**config.mk**
```make
export PLATFORM = sky130hd
export DESIGN_NAME = pc_redirect_ctrl
export DESIGN_NICKNAME = d
export VERILOG_FILES = /design/src/rtl/pc_redirect_ctrl_pkg.sv /design/src/rtl/pc_redirect_ctrl_prio_enc.sv /design/src/rtl/pc_redirect_ctrl.sv
export SDC_FILE = /design/constraint.sdc
export NUM_CORES = 1
export LEC_CHECK = 0
export ABC_CLOCK_PERIOD_IN_PS = 2100
export CAP_MARGIN = 0
export CORE_ASPECT_RATIO = 0.8
export CORE_MARGIN = 1
export CORE_UTILIZATION = 47
export CTS_BUF_LIST = sky130_fd_sc_hd__clkbuf_4 sky130_fd_sc_hd__clkbuf_8
export DETAILED_ROUTE_END_ITERATION = 8
export HOLD_SLACK_MARGIN = 0.08
export PLACE_DENSITY = 0.77
export RECOVER_POWER = 50
export SETUP_SLACK_MARGIN = 0.2
export SYNTH_ARGS = -nofsm -noshare
export SYNTH_HDL_FRONTEND = slang
export SYNTH_SLANG_ARGS = --single-unit
export TNS_END_PERCENT = 100
```
**constraint.sdc**
```tcl
create_clock -name clk -period 2.1 [get_ports clk]
set_clock_uncertainty 0.1 [all_clocks]
set_input_delay 0.315 -clock clk [delete_from_list [all_inputs] [get_ports clk]]
set_output_delay 0.315 -clock clk [all_outputs]
set_load 0.01 [all_outputs]
```
**src/rtl/pc_redirect_ctrl_pkg.sv**
```systemverilog
// ============================================================================
// Module      : pc_redirect_ctrl_pkg
// Description : NPCOp encodings and redirect-controller state codes.
// Revision    : 1.0 - initial release
// ============================================================================
`default_nettype none

package pc_redirect_ctrl_pkg;

    localparam int unsigned NPC_OP_W = 2;

    localparam logic [NPC_OP_W-1:0] NPC_PLUS4    = 2'b00;
    localparam logic [NPC_OP_W-1:0] NPC_BRANCH   = 2'b01;
    localparam logic [NPC_OP_W-1:0] NPC_JUMP_IMM = 2'b10;
    localparam logic [NPC_OP_W-1:0] NPC_JUMP_REG = 2'b11;

    typedef enum logic [1:0] {
        PCR_S_RESET = 2'd0,
        PCR_S_FETCH = 2'd1,
        PCR_S_HOLD  = 2'd2
    } pcr_state_e;

endpackage : pc_redirect_ctrl_pkg

`default_nettype wire

```
**src/rtl/pc_redirect_ctrl_prio_enc.sv**
```systemverilog
// ============================================================================
// Module      : pcr_prio_enc
// Description : Redirect source priority -> NPCOp and flush requests.
//               Macro NPC_DELAY_SLOT_EN: jumps do not squash IF/ID and
//               branches squash ID/EX only.
// Revision    : 1.0 - initial release
// ============================================================================
`default_nettype none

module pcr_prio_enc
    import pc_redirect_ctrl_pkg::*;
(
    input  logic                branch_i,
    input  logic                jump_reg_i,
    input  logic                jump_imm_i,
    output logic [NPC_OP_W-1:0] npc_op_o,
    output logic                flush_if_id_o,
    output logic                flush_id_ex_o
);

`ifdef NPC_DELAY_SLOT_EN
    localparam logic JUMP_FLUSH_IF_ID   = 1'b0;
    localparam logic BRANCH_FLUSH_IF_ID = 1'b0;
`else
    localparam logic JUMP_FLUSH_IF_ID   = 1'b1;
    localparam logic BRANCH_FLUSH_IF_ID = 1'b1;
`endif

    always_comb begin
        npc_op_o      = NPC_PLUS4;
        flush_if_id_o = 1'b0;
        flush_id_ex_o = 1'b0;
        if (branch_i) begin
            npc_op_o      = NPC_BRANCH;
            flush_if_id_o = BRANCH_FLUSH_IF_ID;
            flush_id_ex_o = 1'b1;
        end else if (jump_reg_i) begin
            npc_op_o      = NPC_JUMP_REG;
            flush_if_id_o = JUMP_FLUSH_IF_ID;
        end else if (jump_imm_i) begin
            npc_op_o      = NPC_JUMP_IMM;
            flush_if_id_o = JUMP_FLUSH_IF_ID;
        end
    end

endmodule : pcr_prio_enc

`default_nettype wire

```
**src/rtl/pc_redirect_ctrl.sv**
```systemverilog
// ============================================================================
// Module      : pc_redirect_ctrl
// Description : Owns the fetch PC, selects the NPCOp and parks a redirect
//               target while the instruction fetch is still outstanding.
//               Optional macro NPC_DELAY_SLOT_EN (see pcr_prio_enc).
// Revision    : 1.0 - initial release
// ============================================================================
`default_nettype none

module pc_redirect_ctrl
    import pc_redirect_ctrl_pkg::*;
#(
    parameter int unsigned     PC_W     = 32,
    parameter logic [PC_W-1:0] RESET_PC = 32'h0000_3000
) (
    input  logic                clk,
    input  logic                rst,
    input  logic                stall,
    input  logic                ex_branch_taken,
    input  logic                id_jump_reg,
    input  logic                id_jump_imm,
    input  logic                imem_ready,
    input  logic [PC_W-1:0]     npc,
    output logic [NPC_OP_W-1:0] npc_op,
    output logic [PC_W-1:0]     pc,
    output logic                imem_req,
    output logic                flush_if_id,
    output logic                flush_id_ex,
    output logic                redirect_pending
);

    pcr_state_e      state_q, state_d;
    logic [PC_W-1:0] pc_q, pc_d;
    logic [PC_W-1:0] pend_tgt_q, pend_tgt_d;

    logic            in_fetch, in_hold;
    logic            src_branch, src_jump_reg, src_jump_imm, redirect;
    logic            release_flush;
    logic            enc_flush_if_id;

    assign in_fetch = (state_q == PCR_S_FETCH);
    assign in_hold  = (state_q == PCR_S_HOLD);

    // Jumps are masked under stall (ID re-presents them) and while a target is parked.
    assign src_branch   = ex_branch_taken & (in_fetch | in_hold);
    assign src_jump_reg = id_jump_reg & ~stall & in_fetch;
    assign src_jump_imm = id_jump_imm & ~stall & in_fetch;
    assign redirect     = src_branch | src_jump_reg | src_jump_imm;

    pcr_prio_enc u_prio_enc (
        .branch_i      (src_branch),
        .jump_reg_i    (src_jump_reg),
        .jump_imm_i    (src_jump_imm),
        .npc_op_o      (npc_op),
        .flush_if_id_o (enc_flush_if_id),
        .flush_id_ex_o (flush_id_ex)
    );

    always_comb begin
        state_d       = state_q;
        pc_d          = pc_q;
        pend_tgt_d    = pend_tgt_q;
        release_flush = 1'b0;
        unique case (state_q)
            PCR_S_RESET: state_d = PCR_S_FETCH;
            PCR_S_FETCH: begin
                if (imem_ready && !(stall && !ex_branch_taken)) begin
                    pc_d = npc;
                end else if (redirect && !imem_ready) begin
                    pend_tgt_d = npc;
                    state_d    = PCR_S_HOLD;
                end
            end
            PCR_S_HOLD: begin
                // A branch in EX is older than the parked redirect, so it replaces it.
                if (ex_branch_taken) begin
                    pend_tgt_d = npc;
                end
                if (imem_ready) begin
                    pc_d          = ex_branch_taken ? npc : pend_tgt_q;
                    release_flush = 1'b1;
                    state_d       = PCR_S_FETCH;
                end
            end
            default: state_d = PCR_S_RESET;
        endcase
    end

    always_ff @(posedge clk) begin
        if (rst) begin
            state_q    <= PCR_S_RESET;
            pc_q       <= RESET_PC;
            pend_tgt_q <= '0;
        end else begin
            state_q    <= state_d;
            pc_q       <= pc_d;
            pend_tgt_q <= pend_tgt_d;
        end
    end

    assign pc               = pc_q;
    assign imem_req         = in_fetch | in_hold;
    assign redirect_pending = in_hold;
    assign flush_if_id      = enc_flush_if_id | release_flush;

endmodule : pc_redirect_ctrl

`default_nettype wire

```
### Word-level counts from Yosys, hierarchy flattened

Cells that the tools add are included.

* register bits: 66
* input port bits: 39
* output and inout bits: 38
* word-level logic and storage cells: 50

* eq/ne operators: 6
* mux-type cells: 20
* bitwise logic cells: 10
* reduce and logical (&&, ||, !) cells: 11

Operator list (count)
* two-way mux 32 bit: 5
* case mux 32 bit (2 select lines): 2
* two-way mux 2 bit: 6
* AND reduction 3 bit: 3
* two-way mux 1 bit: 6
* case mux 2 bit (3 select lines): 1
* AND 1 bit: 5
* != test 2 x 1 -> 1 bit, second input constant: 2
* != test 2 bit, second input constant: 2
* bitwise OR 1 bit: 4
* logical AND 1 bit: 3
* logical NOT 1 bit: 3
* equality test 2 x 1 -> 1 bit, second input constant: 1
* equality test 2 bit, second input constant: 1
* logical NOT 2 bit: 1
* nonzero test 2 bit: 1
* inverter 1 bit: 1

### Logic depth before layout (Yosys ltp)

* depth after elaboration: 9
* depth in mapped cells: 9
* depth with buffers taken out: 6

### Hierarchy

Synthesis repeated with hierarchy kept, for this count alone.

* cell total of the unflattened synthesis: 316
* area total of the unflattened synthesis: 3135.5 sq um

By module, submodules not included
* pc_redirect_ctrl: instances 1, cells each 312, area each 3105.5 sq um, seq. area each 1321.3 sq um
* pcr_prio_enc: instances 1, cells each 4, area each 30.0 sq um, seq. area each 0.0 sq um

### Least setup slack after synthesis

OpenSTA, ideal clock, no wires.

* path kind: reg2reg
* start: register state_q[0]
* end: register pend_tgt_q[0]
* library setup time: 0.072 ns
* data arrival time: 1.607 ns
* required time: 1.928 ns
* slack: 0.322 ns
* stages on the path, launching flop included: 9
* path buffers: 3
* period minus slack after synthesis: 1.778 ns
* cells stage by stage: dfxtp_1 inv_1 ha_1 nand2b_1 buf_2 o2111a_1 buf_6 buf_6 mux2i_1

* word-level cells in the longest chain between the ends: 8
* elaborated cells between the ends (all ways): 14
* classes of those cells: 4 x eq/ne; 1 x mux; 6 x bitwise; 3 x reduce/logical

Ends and longest elaborated chain
* start: declaration: line pc_redirect_ctrl.sv:32 `pcr_state_e state_q, state_d;`
* start signal: assignment: line pc_redirect_ctrl.sv:95 `state_q <= state_d;`
* equality test 2 bit *: line pc_redirect_ctrl.sv:42 `assign in_hold = (state_q == PCR_S_HOLD);`
* via redirect_pending: line pc_redirect_ctrl.sv:29 `output logic redirect_pending`
* bitwise OR 1 bit: line pc_redirect_ctrl.sv:45 `assign src_branch = ex_branch_taken & (in_fetch | in_hold);`
* AND 1 bit: line pc_redirect_ctrl.sv:45
* bitwise OR 1 bit (2 in a row): line pc_redirect_ctrl.sv:48 `assign redirect = src_branch | src_jump_reg | src_jump_imm;`
* logical AND 1 bit: line pc_redirect_ctrl.sv:69 `end else if (redirect && !imem_ready) begin`
* != test 2 x 1 -> 1 bit (no source line)
* AND reduction 3 bit (no source line)
* end signal: assignment: line pc_redirect_ctrl.sv:97 `pend_tgt_q <= pend_tgt_d;`
* end: declaration: line pc_redirect_ctrl.sv:34 `logic [PC_W-1:0] pend_tgt_q, pend_tgt_d;`

Mark *: on every way through the listed nets, which the timed path passes. The rest lies on a longest branch.
A chain may end at the register's enable or synchronous reset.

### Worst setup path in the final report

* start: register state_q[0]
* end: output port npc_op[0]

* word-level cells in the longest chain between the ends: 4
* elaborated cells between the ends (all ways): 7
* classes of those cells: 2 x eq/ne; 2 x mux; 3 x bitwise

Ends and longest elaborated chain
* equality test 2 x 1 -> 1 bit / equality test 2 bit (equally long branches): line pc_redirect_ctrl.sv:41, pc_redirect_ctrl.sv:42
* AND 1 bit / bitwise OR 1 bit (equally long branches): line pc_redirect_ctrl.sv:46, pc_redirect_ctrl.sv:45
* two-way mux 2 bit / AND 1 bit (equally long branches): line pc_redirect_ctrl_prio_enc.sv:37, pc_redirect_ctrl.sv:45
* two-way mux 2 bit *: line pc_redirect_ctrl_prio_enc.sv:33 `if (branch_i) begin`
* end: declaration: line pc_redirect_ctrl.sv:24 `output logic [NPC_OP_W-1:0] npc_op,`

Mark *: on every way between the ends. The rest lies on a longest branch, timed or not.

==> impl_results.md <==
- Status: complete, no violations
- Synth Cell Area: about 3100 um^2
- Slew Limit Fails: 0
- Area of the multi-input gates: 1670 um^2
- 1st-pass router iterations: 4
- Hold Crit Class: reg2reg
- Hold WS: roughly 360 ps
- Root Buffer: clkbuf_8
- Critical path's slowest cell: dfxtp_1
- WHS Endpoint: pc[12]
- Post-DP HPWL: 4170 um
- CTS tree: yes
- FF-to-FF End: pend_tgt_q[13]
- Cts bufs inserted: 9
- CP Capture Type: output port
- Global Route Usage Sum: 0.191
- Final Setup Violations: 0
- Fill count: 539
- Port Buffers: 76
- Period minus WS final: 1950 ps
- Worst R2R Start: state_q[0]
- # nets final: 439
- Slowest cell delay on critical path: 360 ps
- Post-synth top area share: 0.425
- Critical Path RT: 1680 ps
- Clk buf depth: 2
- Placed insts: 457
- I/O Pins: between 70 and 80
- Synth Register Bits: 66
- GR Overflow Total: 0
- Vias: 2462
- Worst-path fanout max: 4
- Wire per inst: 15.2 um
- Buffers & Inverters on Critical Path: 3
- Non-Filler Instances: 484
- DRT antenna net count: 0
- Worst EP arrival: 1540 ps
- Static Leak: 1.92 nW
- Mean Syn Cell Area: 9.83 um^2
- Initial antenna violation count: 0
- CP Class: reg2out
- Die height: ~75 um
- Max transition margin: 0.754
- Crit start category: flip-flop
- Fmax: 512 MHz
- DRC: 0
- Post-synthesis sequential area ratio: 0.425
- Inserted Diodes: 0
- CP cell instances: inv_1 -> ha_4 -> nand2_2 -> buf_4 -> nand2_1 -> buf_2
- Clock sink count: 66
- Mapped Nets: 360
- H-tree levels: 3
- Largest net degree at the start of global routing: 100
- R2r worst-path depth: 9
- Synth area leaders: dfxtp_1 (43%), mux2i_1 (21%), nand2b_1 (13%)
- Final Hold Fails: 0
- Area growth syn-to-layout: 40.7%
- Max cap viols: 0
- Clock Latency Late Sink: 340 ps
- Finished Core Util: 0.685
- R2R setup slack: 170 ps
- Synth warn: 0
- Initial Utilization: 0.487
- PD cells: 1260 nW/um^2
- Vias in the first global route: 2287
- Gpl congestion: 0.794
- FP Rows: 26
- Cells after synthesis: 316
- Period utilization: 0.929
- DR iter-0 viols: 67
- Distinct cells, synth: 25
- Core area: 6380 um^2
- Seq. cell area: 1330 um^2
- Die area: 6940 um^2
- Delay-heaviest family, CP: buffers and inverters
- Dominant cell type by area after synthesis: dfxtp_1
- Clock transition at path regs: 70 ps
- HP Start: pc[12]
- Hold Path Depth: 1
- Hold buffers post-CTS: 0
- RSZ-0062 raised after global routing: true
- Worst vdd ir: 0.763 mV
- Total routed wirelength: 7380 um
- Die span in x: between 90 and 100 um
- Via density: 5.09
- Measured slew at the worst slew-check pin: 368 ps
- Fraction of layout cells with a size suffix above 1: 0.128
- First-pass GRT wire length: 10200 um
[how the worst max path moves through the flow]
stage | startpoint | to | slack [ps] | cells after the start
finish | state_q[0] | npc_op[0] | 150 | 6
global route | state_q[0] | npc_op[1] | 80 | 6
CTS | state_q[1] | npc_op[1] | 140 | 6
detailed placement | stall | npc_op[1] | -90 | 5
global placement | stall | npc_op[1] | 40 | 5
floorplan | state_q[0] | pend_tgt_q[0] | 320 | 8
[kinds of logic after synthesis]
logic type	synth area share
and+or+nand+nor	0.187
muxes	0.213
DFF	0.425
AOI/OAI and AO/OA	0.0983
buffers and inverters	0.0560
adders and majority gates	0.0201
[per-layer routing]
metal | routed length (um) | vias up | share of wire | GRT usage
li1 | - | 1240 | - | -
met1 | 3310 | 1158 | 0.45 | 0.217
met2 | 3630 | 55 | 0.49 | 0.328
met3 | 354 | 9 | 0.048 | 0.0758
met4 | 88 | 0 | 0.012 | 0.0769
met5 | 0 | - | 0 | 0
[metrics by stage]
step	worst slack, ps	power (mW)	setup TNS (ps)	instance area, um^2
6_report	149	5.49	0	4370
5_1_grt	75.6	5.81	0	4370
4_1_cts	136	5.13	0	4160
3_5_place_dp	-85.9	3.93	-124	3920
3_3_place_gp	44.6	3.87	0	3920
2_1_floorplan	322	3.16	0	3110
[cell usage after synthesis (all sizes together)]
master and number:
a211o 2, a211oi 30, a31oi 1, buf 18
clkbuf 9, dfxtp 66, ha 5, inv 3
mux2 1, mux2i 65, nand2 5, nand2b 65
nand3 2, nand3b 1, nor2 35, nor2b 1
o2111a 1, o211a 1, o211ai 2, o21ai 1
o21bai 1, o31ai 1
[report_power, final]
| part | total (mW) | switching [mW] | internal, mW |
|---|---|---|---|
| Combinational | 2.44 | 1.11 | 1.33 |
| Clock | 1.19 | 0.482 | 0.710 |
| Sequential | 1.86 | 0.207 | 1.65 |
[layout by cell type, fill, tap and decap left out, types with 2 or more instances in the layout]
| cell type | instances |
|---|---|
| a211o_1 | 2 |
| o211ai_1 | 2 |
| bufinv_16 | 2 |
| dlygate4sd3_1 | 32 |
| clkinv_2 | 2 |
| nand2b_1 | 64 |
| buf_4 | 8 |
| ha_4 | 3 |
| nand3_1 | 2 |
| a211oi_1 | 30 |
| nor2_1 | 35 |
| clkbuf_8 | 10 |
| dfxtp_1 | 65 |
| clkbuf_16 | 5 |
| mux2i_1 | 64 |
| clkdlybuf4s50_1 | 37 |
| ha_1 | 2 |
| buf_12 | 5 |
| buf_2 | 4 |
| inv_1 | 2 |
| dlygate4sd2_1 | 2 |
| nand2_1 | 4 |
[repair_timing]
action,in CTS,in global routing
resized for setup,22,14
pin swaps,1,3
setup buffers,2,4
endpoints found under the setup margin,10,68
cloned,0,5
[worst register-to-register path, cell delays in order (launching register included)]
cell       delay [ps]
dfxtp_1           360
inv_1             130
ha_4              290
nand2_2            70
buf_4             140
nand3_1            80
o2111a_2          220
buf_12            140
clkbuf_16         160
mux2i_1           180
[state kept, by name, indices dropped and copies added (netlist names)]
register    flops
state_q         2
pend_tgt_q     32
pc             32
[cell type report]
class | instances | share of cell area
clock inverters | 5 | 0.0177
inverters | 3 | 0.00315
flip-flops and latches | 66 | 0.303
multi-input cells | 220 | 0.382
well taps | 84 | 0.0240
clock buffers | 11 | 0.0332
repair buffers | 95 | 0.237
Power figures use the tool's default switching activity.
